==> src/rtl/miner_pkg.sv <==
// Shared types and helpers for the nonce scanning controller.
package miner_pkg;

  localparam int NONCE_LSB  = 384;
  localparam int NONCE_MSB  = 415;
  localparam int INFLIGHT_W = 4;

  typedef struct packed {
    logic [255:0] midstate;
    logic [511:0] block;
  } job_t;

  typedef enum logic [1:0] {
    IDLE,
    RUN,
    DRAIN,
    DONE
  } scan_state_e;

  // The nonce travels little-endian inside the block header.
  function automatic logic [31:0] byteswap32(input logic [31:0] v);
    return {v[7:0], v[15:8], v[23:16], v[31:24]};
  endfunction

endpackage

==> src/rtl/digest_target_cmp.sv <==
// Registered leading-zero target check: hit_o pulses one cycle after a valid
// digest whose low ZERO_BITS bits are all zero.
module digest_target_cmp #(
  parameter int ZERO_BITS = 32
) (
  input  logic         clk,
  input  logic         rst,
  input  logic         valid_i,
  input  logic [255:0] digest_i,
  output logic         hit_o
);

  logic hit_q, hit_d;

  assign hit_d = valid_i && (digest_i[ZERO_BITS-1:0] == '0);

  // NOTE: sequential state uses non-blocking assignments so every register
  // samples pre-edge values regardless of statement order.
  always_ff @(posedge clk or posedge rst) begin
    if (rst) hit_q <= 1'b0;
    else     hit_q <= hit_d;
  end

  assign hit_o = hit_q;

endmodule

==> src/rtl/nonce_scan_ctrl.sv <==
// Sweeps the nonce of one mining job through the SHA-256d core and reports hits.
// Optional macro MINER_HASHRATE_CNT_EN enables the saturating hash_count.
module nonce_scan_ctrl
  import miner_pkg::*;
#(
  parameter int ZERO_BITS    = 32,
  parameter int MAX_INFLIGHT = 4,
  parameter int STOP_ON_FIND = 1
) (
  input  logic         clk,
  input  logic         rst,
  input  logic         job_valid,
  input  logic [767:0] job_data,
  output logic         job_ready,
  output logic         hash_req_valid,
  input  logic         hash_req_ready,
  output logic [255:0] hash_midstate,
  output logic [511:0] hash_block,
  input  logic         hash_resp_valid,
  input  logic [255:0] hash_resp_digest,
  output logic         found_valid,
  output logic [31:0]  found_nonce,
  output logic         busy,
  output logic         exhausted,
  output logic [31:0]  hash_count
);

  localparam logic [INFLIGHT_W-1:0] MAX_IF = INFLIGHT_W'(MAX_INFLIGHT);
  localparam bit STOP = (STOP_ON_FIND != 0);

  scan_state_e           state_q;
  job_t                  job_q;
  logic [31:0]           issue_nonce_q, check_nonce_q, pipe_nonce_q, found_nonce_q;
  logic [INFLIGHT_W-1:0] inflight_q, inflight_d;
  logic                  last_issued_q, hit_seen_q, exhausted_q;
  logic                  cmp_hit, stop_now, req_fire, resp_ok, check_en, job_accept;

  assign job_ready  = (state_q == IDLE) || (state_q == DONE);
  assign busy       = (state_q == RUN) || (state_q == DRAIN);
  assign job_accept = job_ready && job_valid;

  // A registered hit kills the request in its own cycle so nothing issues past it.
  assign stop_now       = STOP && cmp_hit;
  assign hash_req_valid = (state_q == RUN) && (inflight_q < MAX_IF) && !last_issued_q && !stop_now;
  assign req_fire       = hash_req_valid && hash_req_ready;
  assign resp_ok        = hash_resp_valid && (inflight_q != '0);
  assign check_en       = resp_ok && !(STOP && (hit_seen_q || cmp_hit));

  // NOTE: every always_comb output gets a default first so no latch is inferred.
  always_comb begin
    inflight_d = inflight_q;
    if (req_fire && !resp_ok)      inflight_d = inflight_q + INFLIGHT_W'(1);
    else if (!req_fire && resp_ok) inflight_d = inflight_q - INFLIGHT_W'(1);
  end

  always_comb begin
    hash_block = job_q.block;
    hash_block[NONCE_MSB:NONCE_LSB] = byteswap32(issue_nonce_q);
  end

  assign hash_midstate = job_q.midstate;
  assign found_valid   = cmp_hit;
  assign found_nonce   = cmp_hit ? pipe_nonce_q : found_nonce_q;
  assign exhausted     = exhausted_q;

  digest_target_cmp #(.ZERO_BITS(ZERO_BITS)) u_cmp (
    .clk      (clk),
    .rst      (rst),
    .valid_i  (check_en),
    .digest_i (hash_resp_digest),
    .hit_o    (cmp_hit)
  );

  always_ff @(posedge clk or posedge rst) begin
    if (rst) begin
      state_q       <= IDLE;
      job_q         <= '0;
      issue_nonce_q <= '0;
      check_nonce_q <= '0;
      pipe_nonce_q  <= '0;
      found_nonce_q <= '0;
      inflight_q    <= '0;
      last_issued_q <= 1'b0;
      hit_seen_q    <= 1'b0;
      exhausted_q   <= 1'b0;
    end else begin
      inflight_q <= inflight_d;
      if (req_fire) issue_nonce_q <= issue_nonce_q + 32'd1;
      if (resp_ok) begin
        pipe_nonce_q  <= check_nonce_q;
        check_nonce_q <= check_nonce_q + 32'd1;
      end
      if (cmp_hit) begin
        hit_seen_q    <= 1'b1;
        found_nonce_q <= pipe_nonce_q;
      end

      unique case (state_q)
        IDLE, DONE: begin
          if (job_valid) begin
            job_q         <= job_t'(job_data);
            issue_nonce_q <= byteswap32(job_data[NONCE_MSB:NONCE_LSB]);
            check_nonce_q <= byteswap32(job_data[NONCE_MSB:NONCE_LSB]);
            inflight_q    <= '0;
            last_issued_q <= 1'b0;
            hit_seen_q    <= 1'b0;
            exhausted_q   <= 1'b0;
            found_nonce_q <= '0;
            state_q       <= RUN;
          end
        end
        RUN: begin
          if (req_fire && issue_nonce_q == '1) last_issued_q <= 1'b1;
          if (stop_now || (req_fire && issue_nonce_q == '1)) state_q <= DRAIN;
        end
        DRAIN: begin
          // A hit on the final response shows up in the same cycle inflight reaches 0.
          if (inflight_q == '0) begin
            state_q     <= DONE;
            exhausted_q <= !(hit_seen_q || cmp_hit);
          end
        end
        default: state_q <= IDLE;
      endcase
    end
  end

`ifdef MINER_HASHRATE_CNT_EN
  logic [31:0] hash_count_q, hash_count_d;

  always_comb begin
    hash_count_d = hash_count_q;
    if (job_accept)                          hash_count_d = '0;
    else if (resp_ok && hash_count_q != '1)  hash_count_d = hash_count_q + 32'd1;
  end

  always_ff @(posedge clk or posedge rst) begin
    if (rst) hash_count_q <= '0;
    else     hash_count_q <= hash_count_d;
  end

  assign hash_count = hash_count_q;
`else
  assign hash_count = '0;
`endif

  resp_underflow_a: assert property (@(posedge clk) disable iff (rst)
    hash_resp_valid |-> (inflight_q != '0));

endmodule

==> config.mk <==
export PLATFORM = sky130hd
export DESIGN_NAME = nonce_scan_ctrl
export DESIGN_NICKNAME = d
export VERILOG_FILES = /design/src/rtl/miner_pkg.sv /design/src/rtl/digest_target_cmp.sv /design/src/rtl/nonce_scan_ctrl.sv
export SDC_FILE = /design/constraint.sdc
export NUM_CORES = 2
export LEC_CHECK = 0
export CAP_MARGIN = 20
export CORE_AREA = 2 2 724 726
export DETAILED_ROUTE_END_ITERATION = 8
export DIE_AREA = 0 0 726 728
export GPL_ROUTABILITY_DRIVEN = 1
export HOLD_SLACK_MARGIN = 0.15
export PLACE_DENSITY = 0.35
export SETUP_SLACK_MARGIN = 0.15
export SYNTH_ARGS = -nofsm -noshare
export SYNTH_HDL_FRONTEND = slang
export SYNTH_SLANG_ARGS = --single-unit
==> constraint.sdc <==
create_clock -name clk -period 47.9 [get_ports clk]
set_clock_uncertainty 0.2 [all_clocks]
set_input_delay 14.37 -clock clk [delete_from_list [all_inputs] [get_ports clk]]
set_output_delay 14.37 -clock clk [all_outputs]
set_load 0.05 [all_outputs]
==> metrics.cfg <==
[outcome]
status = finished, final reports clean

[synthesis]
syn-instance-count = 3839
ys_types = 47
synth_enable_flop_cells = 0
syn_area_per_cell_um2 = 8.95
yosysWarnings = 0
synth-seq-cells = 874
async_reset_ff_share_pct = 100
synth_ff_type = dfrtp_1
seq_area_frac_synth_pct = 63.7
syn_area_mm2 = 0.0344

[clock_tree]
cts_buffer_depth = 4
post_cts_resized = 0
cts_made_buffers = 142
root_buffer = clkbuf_16
clkLatencyLatePin_ns = 0.88
htreeDepth = 4
cts_hold_buf = 0
cts_tree = built
post_cts.repair.setup_buffers = 0
clk_pin_slew_worst_paths_ns = 0.06
clock_sinks = 874

[finish]
finalNetCount = 6475
mostFrequentLayoutCells = nand2_1 (2,314), clkdlybuf4s50_1 (1,607), dfrtp_1 (873)
drive_gt1_share_pct = 5.59
final_common_cell = nand2_1
final_util_pct = 12.3
synthToLayoutAreaGrowth_pct = 86.0
finalNonFillerCells = 12618

[sta]
finalSetupViolations = 0
fin_setup_tns_ns = 0
period_minus_slack_ns = 18.27
maxSlewViolCount = 0
rsz0062_at_grt = false
hold_viol = 0
finalCritPeriodShare_pct = 38.1
maxSlewHeadroom_pct = 21.7
holdWs_ns = 0.269
fmax_mhz = 54.7
worst_pin_slew_ns = 1.17

[routing]
drc_errors = 0
wl_per_cell_um = 30.6
vias = 34565
drt-total-wl_um = 386000
drt_first_pass_iters = 5
vias_per_cell = 2.74
drt_iter0_markers = 1981
ant_nets = 0

[worst_setup_path]
critPathKind = flip-flop to primary output
path_buf_inv = 3
crit_family = buffers and inverters
crit_slowest_cell = clkdlybuf4s50_1
cp.arrival_ns = 3.70
start_kind = flip-flop
path_common_cell = buf_4
critPathMaxStageDelay_ns = 1.11
cp.required_ns = 33.33
cp_cell_sequence = buf_4 > buf_4 > nor4b_4 > nor2b_1 > clkdlybuf4s50_1
crit_path_end_kind = primary output
cp_max_fo = 25

[power_and_ir_drop]
power_mw = 5.28
pwr-share-seq_pct = 24.8
clockPowerShare_pct = 21.0
power_density_mw_per_mm2 = 82.7
leakage_nw = 27.2
p_int_mw = 2.49
ir_drop_uv = 42.6
netSwitchingFraction_pct = 52.8
combPwrFrac_pct = 54.2
p_sw_mw = 2.79

[job]
max_cap_violations = 0

[floorplan]
io_pins = 1866
fp.dieW_um = 726
die_h_um = 728
fp.coreArea_mm2 = 0.520
die-area_mm2 = 0.529
start_util_pct = 6.61
rows = 265

[grt]
grt_max_degree = 163
grt_use_total_pct = 14.1
grt_pass1_wl_um = 464000
gr-total-overflow = 0
antenna_found_initial = 521
grt_pass1_vias = 34122

[placed_design]
gp_congestion = 0.870
dp.cells = 12232
place_hpwl_um = 334000
numPortBuffers = 1609

[min_path]
min_path_type = flip-flop to flip-flop

final cells by class:
class / count / area, µm²
clock inverters: 42 / 618
clock buffers: 203 / 4130
diodes: 135 / 338
well taps: 6942 / 8690
flip-flops and latches: 874 / 21900
multi-input cells: 2748 / 11500
repair buffers: 1654 / 16600
inverters: 20 / 82.6
fillers: 59888 / 456000
Yosys cell counts, types with 8 or more instances:
cell | instances | area (µm²)
buf_4 | 33 | 248
nand4_1 | 26 | 163
xor2_1 | 24 | 210
mux2_2 | 32 | 360
clkbuf_1 | 183 | 687
nor3_1 | 14 | 70.1
inv_1 | 20 | 75.1
buf_1 | 8 | 30.0
or3_1 | 9 | 56.3
nor4_1 | 12 | 75.1
nand3_1 | 23 | 115
nand2_1 | 2316 | 8690
nor2_1 | 55 | 206
a21oi_1 | 58 | 290
xnor2_1 | 31 | 272
dfrtp_1 | 874 | 21900
and3_1 | 9 | 56.3
and2_1 | 40 | 250
a31oi_1 | 12 | 75.1
o21ai_0 | 19 | 95.1
state kept, by name, indices dropped and copies added (netlist names), 2 cells and up:
name / count
check_nonce_q: 32
pipe_nonce_q: 32
state_q: 2
issue_nonce_q: 32
inflight_q: 4
hash_midstate: 256
found_nonce_q: 32
hash_block: 480
layer usage:
layer	track usage [%]	up-vias	part of all wire [%]	routed length [µm]
met5	0	-	0.51	1970
met4	3.16	308	2.7	10300
met3	12.6	792	18	71000
met2	21.4	1815	43	164000
met1	14.4	16441	36	138000
li1	-	15209	-	-
final timing paths:
path,cells past startpoint,endpoint,slack [ns],start
setup / recovery,5,hash_req_valid,29.63,u_cmp.hit_o
hold / removal,2,hash_midstate[214],0.27,hash_midstate[214]
setup reg to reg,9,hash_midstate[226],42.86,state_q[0]
hold reg to reg,2,hash_midstate[214],0.27,hash_midstate[214]
max in group asynchronous,5,hash_midstate[147],30.55,rst
min in group asynchronous,2,hash_block[88],13.70,rst
through the flow:
stage / setup slack, ns / instance area [µm²]
after global placement: 28.80 / 58700
after floorplan: 8.77 / 34500
after CTS: 29.33 / 63400
after global routing: 29.36 / 63600
final: 29.63 / 63900
after detailed placement: 28.82 / 58700
cells by family (layout without fill, tap and decap cells):
logic type / after synthesis / in the layout / synth area share (%)
simple gates: 2525 / 2525 / 29.0
fa+ha+maj: 7 / 7 / 0.248
other cells: 1 / 167 / 0.0109
compound gates: 96 / 96 / 1.51
mux: 33 / 33 / 1.08
buf+inv: 248 / 1919 / 3.10
flops: 874 / 874 / 63.7
xor+xnor: 55 / 55 / 1.40
power by group through the flow:
stage / clock network (mW) / registers, mW / logic (mW)
after detailed placement: 0 / 1.32 / 2.94
after global placement: 0 / 1.32 / 2.95
after CTS: 1.16 / 1.31 / 2.95
final: 1.11 / 1.31 / 2.86
after floorplan: 0 / 2.35 / 0.478
after global routing: 1.18 / 1.36 / 3.02
worst reg2reg max path, stage by stage (launching register included):
cell	delay (ns)
dfrtp_1	0.34
inv_1	0.07
ha_1	0.43
nand2_4	0.59
buf_4	0.74
buf_4	0.80
buf_4	0.67
buf_4	0.81
nand2_1	0.21
nand2_1	0.09
Note: power is estimated with default switching activity, not from simulation.
